--- src/rtl/uart_pkg.sv ---
// Shared UART definitions: FSM state encoding, line levels and the parity helper.
// Imported by the RX core, the RX sampler and the TX serializer.
package uart_pkg;

  typedef enum logic [2:0] {
    ST_IDLE   = 3'd0,
    ST_START  = 3'd1,
    ST_DATA   = 3'd2,
    ST_PARITY = 3'd3,
    ST_STOP   = 3'd4
  } uart_state_e;

  localparam logic START_BIT = 1'b0;
  localparam logic STOP_BIT  = 1'b1;
  localparam logic LINE_IDLE = 1'b1;

  localparam int MAX_DW = 16;

  // Parity bit the line should carry: even when odd=0, odd when odd=1.
  function automatic logic par_calc(
    input logic [MAX_DW-1:0] d,
    input logic              odd
  );
    return (^d) ^ odd;
  endfunction

endpackage

--- src/rtl/uart_rx_sampler.sv ---
// RX front end: 2-FF synchronizer, per-bit edge counter and
// three-sample mid-bit majority vote.
module uart_rx_sampler
  import uart_pkg::*;
#(
  parameter int PRESCALE = 8
) (
  input  logic CLK,
  input  logic RST,
  input  logic rx_in,
  input  logic run,
  output logic rx_s,
  output logic bit_val,
  output logic bit_done
);

  localparam int EW = $clog2(PRESCALE);
  localparam logic [EW-1:0] LAST = EW'(PRESCALE - 1);
  localparam logic [EW-1:0] S0   = EW'(PRESCALE / 2 - 1);
  localparam logic [EW-1:0] S1   = EW'(PRESCALE / 2);
  localparam logic [EW-1:0] S2   = EW'(PRESCALE / 2 + 1);

  logic          meta_q;
  logic          sync_q;
  logic [EW-1:0] edge_q, edge_d;
  logic [2:0]    smp_q, smp_d;

  always_comb begin
    edge_d = '0;
    smp_d  = smp_q;
    if (run) begin
      edge_d = (edge_q == LAST) ? '0 : edge_q + 1'b1;
      if (edge_q == S0) smp_d[0] = sync_q;
      if (edge_q == S1) smp_d[1] = sync_q;
      if (edge_q == S2) smp_d[2] = sync_q;
    end
  end

  always_ff @(posedge CLK or negedge RST) begin
    if (!RST) begin
      meta_q <= LINE_IDLE;
      sync_q <= LINE_IDLE;
      edge_q <= '0;
      smp_q  <= '0;
    end else begin
      meta_q <= rx_in;
      sync_q <= meta_q;
      edge_q <= edge_d;
      smp_q  <= smp_d;
    end
  end

  assign rx_s     = sync_q;
  assign bit_done = run && (edge_q == LAST);
  assign bit_val  = (smp_q[0] & smp_q[1]) |
                    (smp_q[0] & smp_q[2]) |
                    (smp_q[1] & smp_q[2]);

endmodule

--- src/rtl/uart_rx_core.sv ---
// UART receiver: frame FSM, data shift register, parity/stop checks
// and registered one-cycle result pulses.
module uart_rx_core
  import uart_pkg::*;
#(
  parameter int DATA_WIDTH = 8,
  parameter int PRESCALE   = 8
) (
  input  logic                  CLK,
  input  logic                  RST,
  input  logic                  RX_IN,
  input  logic                  PAR_EN,
  input  logic                  PAR_TYP,
  output logic [DATA_WIDTH-1:0] P_DATA,
  output logic                  data_valid,
  output logic                  par_err,
  output logic                  stp_err
);

  localparam int BW = (DATA_WIDTH > 1) ? $clog2(DATA_WIDTH) : 1;
  localparam logic [BW-1:0] LAST_BIT = BW'(DATA_WIDTH - 1);

  uart_state_e           state_q, state_d;
  logic [BW-1:0]         bit_cnt_q, bit_cnt_d;
  logic [DATA_WIDTH-1:0] shift_q, shift_d;
  logic [DATA_WIDTH-1:0] p_data_q, p_data_d;
  logic                  par_en_q, par_en_d;
  logic                  par_typ_q, par_typ_d;
  logic                  par_flag_q, par_flag_d;
  logic                  dv_q, dv_d;
  logic                  pe_q, pe_d;
  logic                  se_q, se_d;

  logic rx_s;
  logic bit_val;
  logic bit_done;
  logic run;

  assign run = (state_q != ST_IDLE);

  uart_rx_sampler #(
    .PRESCALE (PRESCALE)
  ) u_sampler (
    .CLK      (CLK),
    .RST      (RST),
    .rx_in    (RX_IN),
    .run      (run),
    .rx_s     (rx_s),
    .bit_val  (bit_val),
    .bit_done (bit_done)
  );

  always_comb begin
    state_d    = state_q;
    bit_cnt_d  = bit_cnt_q;
    shift_d    = shift_q;
    p_data_d   = p_data_q;
    par_en_d   = par_en_q;
    par_typ_d  = par_typ_q;
    par_flag_d = par_flag_q;
    dv_d       = 1'b0;
    pe_d       = 1'b0;
    se_d       = 1'b0;
    unique case (state_q)
      ST_IDLE: begin
        if (rx_s == START_BIT) begin
          state_d    = ST_START;
          bit_cnt_d  = '0;
          par_en_d   = PAR_EN;
          par_typ_d  = PAR_TYP;
          par_flag_d = 1'b0;
        end
      end
      ST_START: begin
        if (bit_done)
          state_d = (bit_val != START_BIT) ? ST_IDLE : ST_DATA;
      end
      ST_DATA: begin
        if (bit_done) begin
          shift_d = {bit_val, shift_q[DATA_WIDTH-1:1]};
          if (bit_cnt_q == LAST_BIT) begin
            bit_cnt_d = '0;
            state_d   = par_en_q ? ST_PARITY : ST_STOP;
          end else begin
            bit_cnt_d = bit_cnt_q + 1'b1;
          end
        end
      end
      ST_PARITY: begin
        if (bit_done) begin
          state_d = ST_STOP;
          if (bit_val != par_calc(MAX_DW'(shift_q), par_typ_q)) begin
            par_flag_d = 1'b1;
            pe_d       = 1'b1;
          end
        end
      end
      ST_STOP: begin
        if (bit_done) begin
          state_d = ST_IDLE;
          if (bit_val != STOP_BIT) begin
            se_d = 1'b1;
          end else if (!par_flag_q) begin
            p_data_d = shift_q;
            dv_d     = 1'b1;
          end
        end
      end
      default: state_d = ST_IDLE;
    endcase
  end

  always_ff @(posedge CLK or negedge RST) begin
    if (!RST) begin
      state_q    <= ST_IDLE;
      bit_cnt_q  <= '0;
      shift_q    <= '0;
      p_data_q   <= '0;
      par_en_q   <= 1'b0;
      par_typ_q  <= 1'b0;
      par_flag_q <= 1'b0;
      dv_q       <= 1'b0;
      pe_q       <= 1'b0;
      se_q       <= 1'b0;
    end else begin
      state_q    <= state_d;
      bit_cnt_q  <= bit_cnt_d;
      shift_q    <= shift_d;
      p_data_q   <= p_data_d;
      par_en_q   <= par_en_d;
      par_typ_q  <= par_typ_d;
      par_flag_q <= par_flag_d;
      dv_q       <= dv_d;
      pe_q       <= pe_d;
      se_q       <= se_d;
    end
  end

  assign P_DATA     = p_data_q;
  assign data_valid = dv_q;
  assign par_err    = pe_q;
  assign stp_err    = se_q;

endmodule

--- config.mk ---
export PLATFORM = sky130hd
export DESIGN_NAME = uart_rx_core
export DESIGN_NICKNAME = d
export VERILOG_FILES = /design/src/rtl/uart_pkg.sv /design/src/rtl/uart_rx_sampler.sv /design/src/rtl/uart_rx_core.sv
export SDC_FILE = /design/constraint.sdc
export NUM_CORES = 1
export LEC_CHECK = 0
export ABC_CLOCK_PERIOD_IN_PS = 2100
export CAP_MARGIN = 25
export CORE_MARGIN = 10
export CORE_UTILIZATION = 42
export DETAILED_ROUTE_END_ITERATION = 10
export HOLD_SLACK_MARGIN = 0.12
export PLACE_DENSITY_LB_ADDON = 0.25
export SLEW_MARGIN = 10
export SYNTH_ARGS = -nofsm -noshare
export SYNTH_HDL_FRONTEND = slang
export SYNTH_SLANG_ARGS = --single-unit
--- constraint.sdc ---
create_clock -name CLK -period 2.1 [get_ports CLK]
set_input_delay 0.21 -clock CLK [delete_from_list [all_inputs] [get_ports CLK]]
set_output_delay 0.21 -clock CLK [all_outputs]
set_load 0.02 [all_outputs]
== After elaboration in Yosys (flattened, before gate mapping) ==
Cells that the tools add are included.
Storage, ports and cells
  register bits after elaboration: 36
  bits of input ports: 5
  output and inout port bits: 11
  word-level logic and storage cells: 87
Cells by class
  add/subtract/negate cells: 2
  equal/unequal tests: 17
  mux-type cells: 29
  bitwise gates (word level): 8
  reductions and logical operators: 15
Operators with widths (count)
  2-to-1 mux 3 bit: 12
  parity 16 bit: 1
  == test 3 bit, second input constant: 5
  one-hot mux 3 bit (5 select lines): 1
  != test 2 bit, second input constant: 7
  2-to-1 mux 1 bit: 13
  AND reduction 2 bit: 5
  == test 3 x 2 -> 1 bit, second input constant: 3
  AND reduction 4 bit: 2
  adder 3 x 1 -> 3 bit, second input constant: 2
  one-hot mux 3 bit (2 select lines): 1
  AND reduction 6 bit: 1
  nonzero test 2 bit: 2
  AND 1 bit: 3
  == test 3 x 1 -> 1 bit, second input constant: 1
  zero test 3 bit: 1
  AND reduction 3 bit: 1
  nonzero test 3 bit: 1
  2-to-1 mux 2 bit: 1
  NOT 1 bit: 2
  bitwise OR 1 bit: 2
  one-hot mux 1 bit (2 select lines): 1
  logical AND 1 bit: 1
  != test 1 bit: 1
  bitwise XOR 1 bit: 1

== Logic depth before layout (Yosys ltp) ==
Gate-level depths: netlist of the first run.
  depth after elaboration: 7
  mapped depth: 7
  depth with buffers taken out: 6

== Cells and area by module ==
Synthesis of the first run repeated with hierarchy kept, for this count alone.
Unflattened totals
  cell total of the unflattened synthesis: 116
  area, all modules: 1595.3 sq um
Modules (own cells, without submodules)
  uart_rx_core: instances 1, cells each 89, area an instance 1229.9 sq um, seq. area each 700.7 sq um
  uart_rx_sampler: instances 1, cells each 27, area an instance 365.4 sq um, seq. area each 202.7 sq um

== Worst setup path after synthesis of the first run ==
OpenSTA, ideal clock, no wires.
  kind: flip-flop to flip-flop
  start: register u_sampler.edge_q[0]
  end: register p_data_q[0] (netlist: P_DATA[0])
  setup time: 0.125 ns
  arrival: 1.481 ns
  required time: 1.975 ns
  path slack: 0.495 ns
  stages on the path, launching flop included: 6
  path buffers: 1
  period minus slack after synthesis: 1.605 ns
  path through: dfrtp_1 -> ha_1 -> ha_1 -> clkbuf_1 -> nand4_2 -> mux2_2
Between the ends
  word-level cells in the longest chain between the ends: 3
RTL lines
  from (decl): RTL line uart_rx_sampler.sv:25  | logic [EW-1:0] edge_q, edge_d;
  from (signal assigned): RTL line uart_rx_sampler.sv:48  | edge_q <= edge_d;
  == test 3 bit: RTL line uart_rx_sampler.sv:54  | assign bit_done = run && (edge_q == LAST);
  logical AND 1 bit: RTL line uart_rx_sampler.sv:54
  AND reduction 4 bit (no source line)
  to (signal assigned): RTL line uart_rx_core.sv:129  | p_data_q <= p_data_d;
  to (decl): RTL line uart_rx_core.sv:26  | logic [DATA_WIDTH-1:0] p_data_q, p_data_d;
Every way passes these cells.
A chain may end at the register's enable or synchronous reset.

== Final worst setup path of the first run ==
  start: register u_sampler.edge_q[0]
  end: register shift_q[0]
Between the ends
  word-level cells in the longest chain between the ends: 3
RTL lines
  == test 3 bit: RTL line uart_rx_sampler.sv:54
  logical AND 1 bit: RTL line uart_rx_sampler.sv:54
  AND reduction 2 bit (no source line)
  to (signal assigned): RTL line uart_rx_core.sv:128  | shift_q <= shift_d;
  to (decl): RTL line uart_rx_core.sv:25  | logic [DATA_WIDTH-1:0] shift_q, shift_d;
Every way passes these cells.

==> summary.txt, run 1 <==
Drt
  – DRT Pass-1 Iters: 4
  – Final ANT Viol Nets: 0
  – Vias per inst: around 4.9
  – Final wirelength: about 2800 um
  – Initial DRC Count: 70
  – # DRC: 0
  – Via count: between 900 and 1k
  – DR WL/cell: approximately 14 um

Floorplanning
  – FP Rows: 22
  – Die H: 82.1 um
  – Die width: 82.1 um
  – Starting Density: 0.439
  – IO Count: 16
  – Core ar.: 3690 um^2
  – Die Area: between 6000 and 7000 um^2

Synthesis
  – Syn. warnings: 0
  – FF+latch count, synth: 36
  – Syn_nets: between 100 and 150
  – Yosys top cell area share: 0.526
  – Number of synthesized flops with an enable pin: 0
  – Share of flip-flops with an asynchronous set or reset: 1.00
  – Post-synthesis instance area: between 1500 and 2000 um^2
  – Dominant cell type by area after synthesis: dfrtp_1
  – Post-synth top cells: dfrtp_1 (34), mux2_2 (21), ha_1 (8)
  – Cells after Synth: about 120
  – Most common cell in the netlist: dfrtp_1
  – Avg Inst Size Synth: roughly 13 um^2
  – Sequential-to-total area share from yosys stat: 0.558
  – Netlist cell types: 30
  – Main synth FF type: dfrtp_1
  – Area contributors post-synth: dfrtp_1 (53%), mux2_2 (15%), ha_1 (6.2%)

Clocking
  – Hold buffer count at cts: 0
  – Post-CTS resize count: 0
  – H-Tree Depth: 2
  – CTS Sinks: 36
  – Clk buf depth: 2
  – Cts bufs inserted: 5
  – Reg clk slew, reported paths: 70 ps
  – Clk Latency, worst-skew pair: ~290 ps
  – CTS tree: built
  – Root buffer cell: clkbuf_8
  – Setup bufs post-CTS: 0

Critical path
  – Critical Path Sink Type: flop
  – Crit path max fanout: 8
  – Worst r2r dst: shift_q[0]
  – Slowest stage cell on the critical path: dfrtp_1
  – Reg2reg path depth: 5
  – Worst Path Arrival: just under 2000 ps
  – Delay-heaviest family, CP: simple AND/OR/NAND/NOR gates
  – Worst path buffer plus inverter count: 0
  – Most used cell, CP: ha_1
  – Critical path required time: about 2300 ps
  – CP startpoint: u_sampler.edge_q[0]
  – Slowest stage delay, CP: approximately 400 ps
  – Reg2Reg Setup Slack: 320 ps
  – CP Cell Sequence: ha_1, ha_1, nand2_1, nor2_2, mux2_2
  – Crit Path Class: reg -> reg
  – Worst setup SP type: flop
  – Origin of the critical flop-to-flop path: u_sampler.edge_q[0]

Timing
  – Final Hold Viols: 0
  – Worst Tran Pin Value: about 450 ps
  – FMAX: about 560 MHz
  – Final Skew: 5.09 ps
  – Max-Slew Margin vs Limit: 0.699
  – WHS: roughly 330 ps
  – Final period util: 0.846
  – RSZ-0062 raised after global routing: no
  – # setup viols final: 0
  – Pins Over Slew Limit: 0
  – Tmin final: approximately 1800 ps
  – Fin Setup TNS: 0 ps
  – Final setup margin: around 320 ps

GRT
  – Met2 Use GR: 0.140
  – Initial antenna violation count: 0
  – GR met3 Demand/Resource: 0.0502
  – Most Crowded Layer GR: met2
  – GR Util All Layers: 0.0978
  – GRT Residual Overflow: 0
  – GRT met1 Usage: 0.119
  – Largest net degree at the start of global routing: 37
  – Number of global-route vias before repair: 1030
  – First-pass GRT wire length: roughly 4900 um

Placement
  – Placed cell areas: about 1800 um^2
  – DP Wirelength: 2020 um
  – GPL Wtd Cong: approximately 0.76
  – Placed Cells: around 190
  – Pre-CTS setup slack: 315 ps
  – Number of buffers added on ports: 15

Final layout
  – Synth-to-layout area growth: 19.3%
  – Fillers: between 300 and 400
  – Post-route cell area: 1930 um^2
  – Non-Filler Instances: 193
  – Sequential Area: around 900 um^2
  – Post-Route Utilization: 0.523
  – Fin nets: 157
  – Area of the multi-input gates: 676 um^2
  – Diode count: 0
  – Share of cells above drive strength 1: 0.255

Pwr
  – Pwr dens: around 1100 nW/um^2
  – Overall power: around 2.0 mW
  – Leakage: between 0.8 and 0.9 nW
  – Peak VDD IR: roughly 0.45 mV

Worst hold path
  – Hold/Removal Path Class: in -> async

Outcome
  – Outcome: finished, final reports clean

Run
  – Max cap viols: 0
## logic make-up after synthesis
logic type	after synthesis	share of synthesized area
AOI/OAI and AO/OA	8	0.0356
xor gates and xnor gates	8	0.0565
adders and majority gates	9	0.0688
buffers and inverters	10	0.0240
DFF	36	0.558
muxes	21	0.146
and+or+nand+nor	32	0.111
## area by class of cell
type,instances,share of cell area
clock buffers,6,0.0376
clock inverters,2,0.0181
well taps,48,0.0311
multi-input cells,78,0.350
repair buffers,16,0.0817
inverters,7,0.0136
flip-flops and latches,36,0.468
## worst max path at each step
| stage | slack, ps | end | cells after the start |
|---|---|---|---|
| floorplan | 490 | P_DATA[0] | 5 |
| global placement | 400 | shift_q[6] | 5 |
| detailed placement | 320 | shift_q[0] | 5 |
| CTS | 310 | P_DATA[6] | 4 |
| global route | 220 | shift_q[0] | 5 |
| finish | 320 | shift_q[0] | 5 |
## report_power, final
| group | leakage, nW | switching, mW | internal [mW] |
|---|---|---|---|
| Combinational | 0.360 | 0.258 | 0.265 |
| Clock | 0.0552 | 0.235 | 0.352 |
| Sequential | 0.473 | 0.118 | 0.821 |
| Total | 0.888 | 0.610 | 1.44 |
## flip-flops by register name, summed over array words and instances, names as in the netlist
name,cells
P_DATA,8
stp_err,1
u_sampler.rx_s,1
shift_q,8
u_sampler.smp_q,3
par_err,1
u_sampler.edge_q,3
u_sampler.meta_q,1
par_en_q,1
par_flag_q,1
data_valid,1
par_typ_q,1
state_q,3
bit_cnt_q,3
## cell usage in the layout, fill, tap and decap left out, drive strengths merged
| cell type | Yosys | layout |
|---|---|---|
| nand3b | 2 | 2 |
| o22ai | 2 | 2 |
| nor3b | 2 | 2 |
| dfrtp | 34 | 34 |
| nor2 | 8 | 8 |
| ha | 8 | 8 |
| o32ai | 1 | 1 |
| dfstp | 2 | 2 |
| nand4 | 2 | 2 |
| inv | 7 | 7 |
| a21oi | 1 | 1 |
| o21ai | 3 | 3 |
| clkdlybuf4s50 | 0 | 15 |
| maj3 | 1 | 1 |
| nor3 | 3 | 3 |
| clkbuf | 2 | 6 |
| nor2b | 3 | 3 |
| nand3 | 3 | 3 |
| or3 | 2 | 2 |
| clkinv | 0 | 1 |
| a221oi | 1 | 1 |
| bufinv | 0 | 1 |
| xnor2 | 6 | 6 |
| nand2 | 6 | 6 |
| mux2 | 21 | 21 |
| xnor3 | 1 | 1 |
| buf | 1 | 1 |
| and2 | 1 | 1 |
| xor2 | 1 | 1 |
## worst reg2reg max path: stages, from the launching register on
cell and delay [ps]:
dfrtp_1 400, ha_1 220, ha_1 210, nand2_1 90, nor2_2 350, mux2_2 390
## metal layers
layer  wire (um)  share of wire  up-vias
li1            -              -      463
met1        1240           0.45      458
met2        1270           0.46       16
met3         201          0.073        6
met4          57          0.021        0
met5           0              0        -
No activity file was read; power rests on OpenSTA's default activity.
==> run 2: changes to the inputs <==
ABC_CLOCK_PERIOD_IN_PS = 1600   (was 2100)
clock period = 1.6 ns   (was 2.1 ns; I/O delays follow)
==> run 2 against run 1 <==
Utilization is 4.0 points higher. First-iteration DRC count is 37% higher. Critical path depth is 1 lower. Clock power is 9.4% higher. Final cell count is 7.3% higher. Sequential power is 30% higher. Highest routed layer unchanged.
==> summary.txt, run 2 (synthesis results as in run 1) <==
Critical path
  – Crit Path Class: reg -> reg
  – Instance count on the critical path: 4 (-1)
  – Slowest stage cell on the critical path: xnor3_1
  – Worst Path Arrival: 1760 ps (-190 ps)
  – Critical path required time: 1790 ps (-480 ps)
  – Reg2reg path depth: 4 (-1)
  – Slowest stage delay, CP: 440 ps (+40 ps)
  – Critical Path Sink Type: flop
  – Most used cell, CP: xnor2_1
  – Delay-heaviest family, CP: XOR/XNOR gates
  – Worst setup SP type: flop
  – CP Cell Sequence: xnor2_1, xnor2_1, xnor3_1, o32ai_2
  – Crit path max fanout: 4 (-4)
  – Worst path buffer plus inverter count: 0 (unchanged)

Final layout
  – Most common cell after layout, fill and taps aside: dfrtp_1
  – Post-route cell area: 2080 um^2 (+7.6%)
  – Fillers: 329 (-2.4%)
  – Post-Route Utilization: 0.563 (+0.0397)
  – Synth-to-layout area growth: 28.4%
  – Diode count: 0 (unchanged)
  – Fin nets: 171 (+8.9%)
  – Share of cells above drive strength 1: 0.346 (+0.0907)
  – Commonest non-fill, non-tap cells in the layout: dfrtp_1 (34), mux2_2 (21), clkdlybuf4s50_1 (15)
  – Non-Filler Instances: 207 (+7.3%)

Pwr
  – Pwr dens: 1360 nW/um^2 (+28%)
  – Part of the power in registers: 0.430 (-0.028)
  – Psw: 872 uW (+43%)
  – Peak VDD IR: 0.709 mV (+58%)
  – Leakage: 0.963 nW (+8.5%)
  – Logic gate share of total power: 0.343 (+0.088)
  – Switch share: 0.308 (+0.0106)
  – Overall power: 2.83 mW (+38%)
  – Int Power: 1.95 mW (+36%)
  – Clock power share: 0.227 (-0.060)

Timing
  – Final period util: 0.980 (+0.135)
  – Fin Setup TNS: 0 ps (unchanged)
  – Pins Over Slew Limit: 0 (unchanged)
  – Worst Tran Pin Value: 456 ps (+4.35 ps)
  – Final Hold Viols: 0 (unchanged)
  – FMAX: 638 MHz (+13%)
  – Max-Slew Margin vs Limit: 0.696 (-0.00290)
  – # setup viols final: 0 (unchanged)
  – WHS: 285 ps (-41.7 ps)
  – Final setup margin: 31.6 ps (-292 ps)
  – Tmin final: 1570 ps (-208 ps)
  – Final Skew: 5.85 ps (+0.763 ps)
  – RSZ-0062 raised after global routing: yes

GRT
  – GRT met1 Usage: 0.120 (+0.000576)
  – GRT Residual Overflow: 0 (unchanged)
  – GR met3 Demand/Resource: 0.0480 (-0.00218)
  – Met2 Use GR: 0.149 (+0.00862)
  – GR Util All Layers: 0.103 (+0.00493)
  – Largest net degree at the start of global routing: 37 (unchanged)
  – Initial antenna violation count: 0 (unchanged)
  – First-pass GRT wire length: 5130 um (+4.6%)
  – Number of global-route vias before repair: 1088 (+5.6%)
  – Most Crowded Layer GR: met2

Clocking
  – CTS Sinks: 36 (unchanged)
  – Clk buf depth: 2 (unchanged)
  – Clk Latency, worst-skew pair: 290 ps (about the same)
  – Cts bufs inserted: 5 (unchanged)
  – H-Tree Depth: 2 (unchanged)
  – Root buffer cell: clkbuf_8
  – Reg clk slew, reported paths: 70 ps (about the same)
  – CTS tree: built

Floorplanning
  – Starting Density: 0.439 (unchanged)
  – FP Rows: 22 (unchanged)
  – Die H: 82.1 um (unchanged)
  – Core ar.: 3690 um^2 (unchanged)
  – IO Count: 16 (unchanged)
  – Die Area: 6730 um^2 (unchanged)
  – Die width: 82.1 um (unchanged)

Run
  – Max cap viols: 0 (unchanged)

Placement
  – Placed Cells: 197 (+6.5%)
  – Pre-CTS setup slack: 18.9 ps (-296 ps)
  – Placed cell areas: 1930 um^2 (+6.1%)
  – GPL Wtd Cong: 0.794 (+4.1%)
  – Number of buffers added on ports: 15 (unchanged)
  – DP Wirelength: 2240 um (+11%)

Drt
  – Vias per inst: 5.00 (+2.2%)
  – DRT Pass-1 Iters: 4 (unchanged)
  – # DRC: 0 (unchanged)
  – Final wirelength: 3080 um (+11%)
  – Final ANT Viol Nets: 0 (unchanged)
  – DR WL/cell: 14.9 um (+3.6%)
  – Via count: 1034 (+9.7%)
  – Initial DRC Count: 96 (+37%)

Worst hold path
  – Hold/Removal Path Class: in -> reg
  – Hold path depth: 1

Outcome
  – Outcome: finished, final reports clean
-- run 2: changes by cell type in the layout (fill, tap and decap cells not counted), sizes merged --
cell	delta
buf	+14
bufinv	-1
clkbuf	+2
clkinv	-1
-- run 2: worst paths after layout --
path,startpoint,endpoint,slack (ps)
max in group asynchronous,RST,u_sampler.meta_q,950
worst max register to register,shift_q[5],par_flag_q,30
worst min register to register,u_sampler.meta_q,u_sampler.rx_s,360
worst min-delay path,RX_IN,u_sampler.meta_q,280
min in group asynchronous,RST,bit_cnt_q[2],290
worst max-delay path,shift_q[5],par_flag_q,30
-- run 2: layer usage --
| layer | vias to the layer above | wire length [um] |
|---|---|---|
| li1 | 495 | - |
| met1 | 515 | 1330 |
| met2 | 17 | 1480 |
| met3 | 7 | 191 |
| met4 | 0 | 73 |
| met5 | - | 0 |
-- run 2: repair_timing --
action                                  in CTS  in global routing
hold buffers                                 0                  0
resized for setup                            0                  7
buffers inserted                             0                  2
endpoints found under the setup margin       0                 19
-- run 2: layout make-up --
class / count / area [um^2] / area share
multi-input cells: 78 / 722 / 0.348
well taps: 48 / 60.1 / 0.0289
repair buffers: 30 / 275 / 0.133
clock buffers: 8 / 90.1 / 0.0434
inverters: 7 / 26.3 / 0.0127
flip-flops and latches: 36 / 903 / 0.435
-- run 2: power by group through the flow --
stage | clock network [mW] | registers (mW) | logic (mW)
floorplan | 0 | 1.19 | 0.585
global placement | 0 | 1.21 | 0.821
detailed placement | 0 | 1.22 | 0.856
CTS | 0.671 | 1.20 | 0.864
global route | 0.707 | 1.23 | 1.07
finish | 0.642 | 1.22 | 0.969
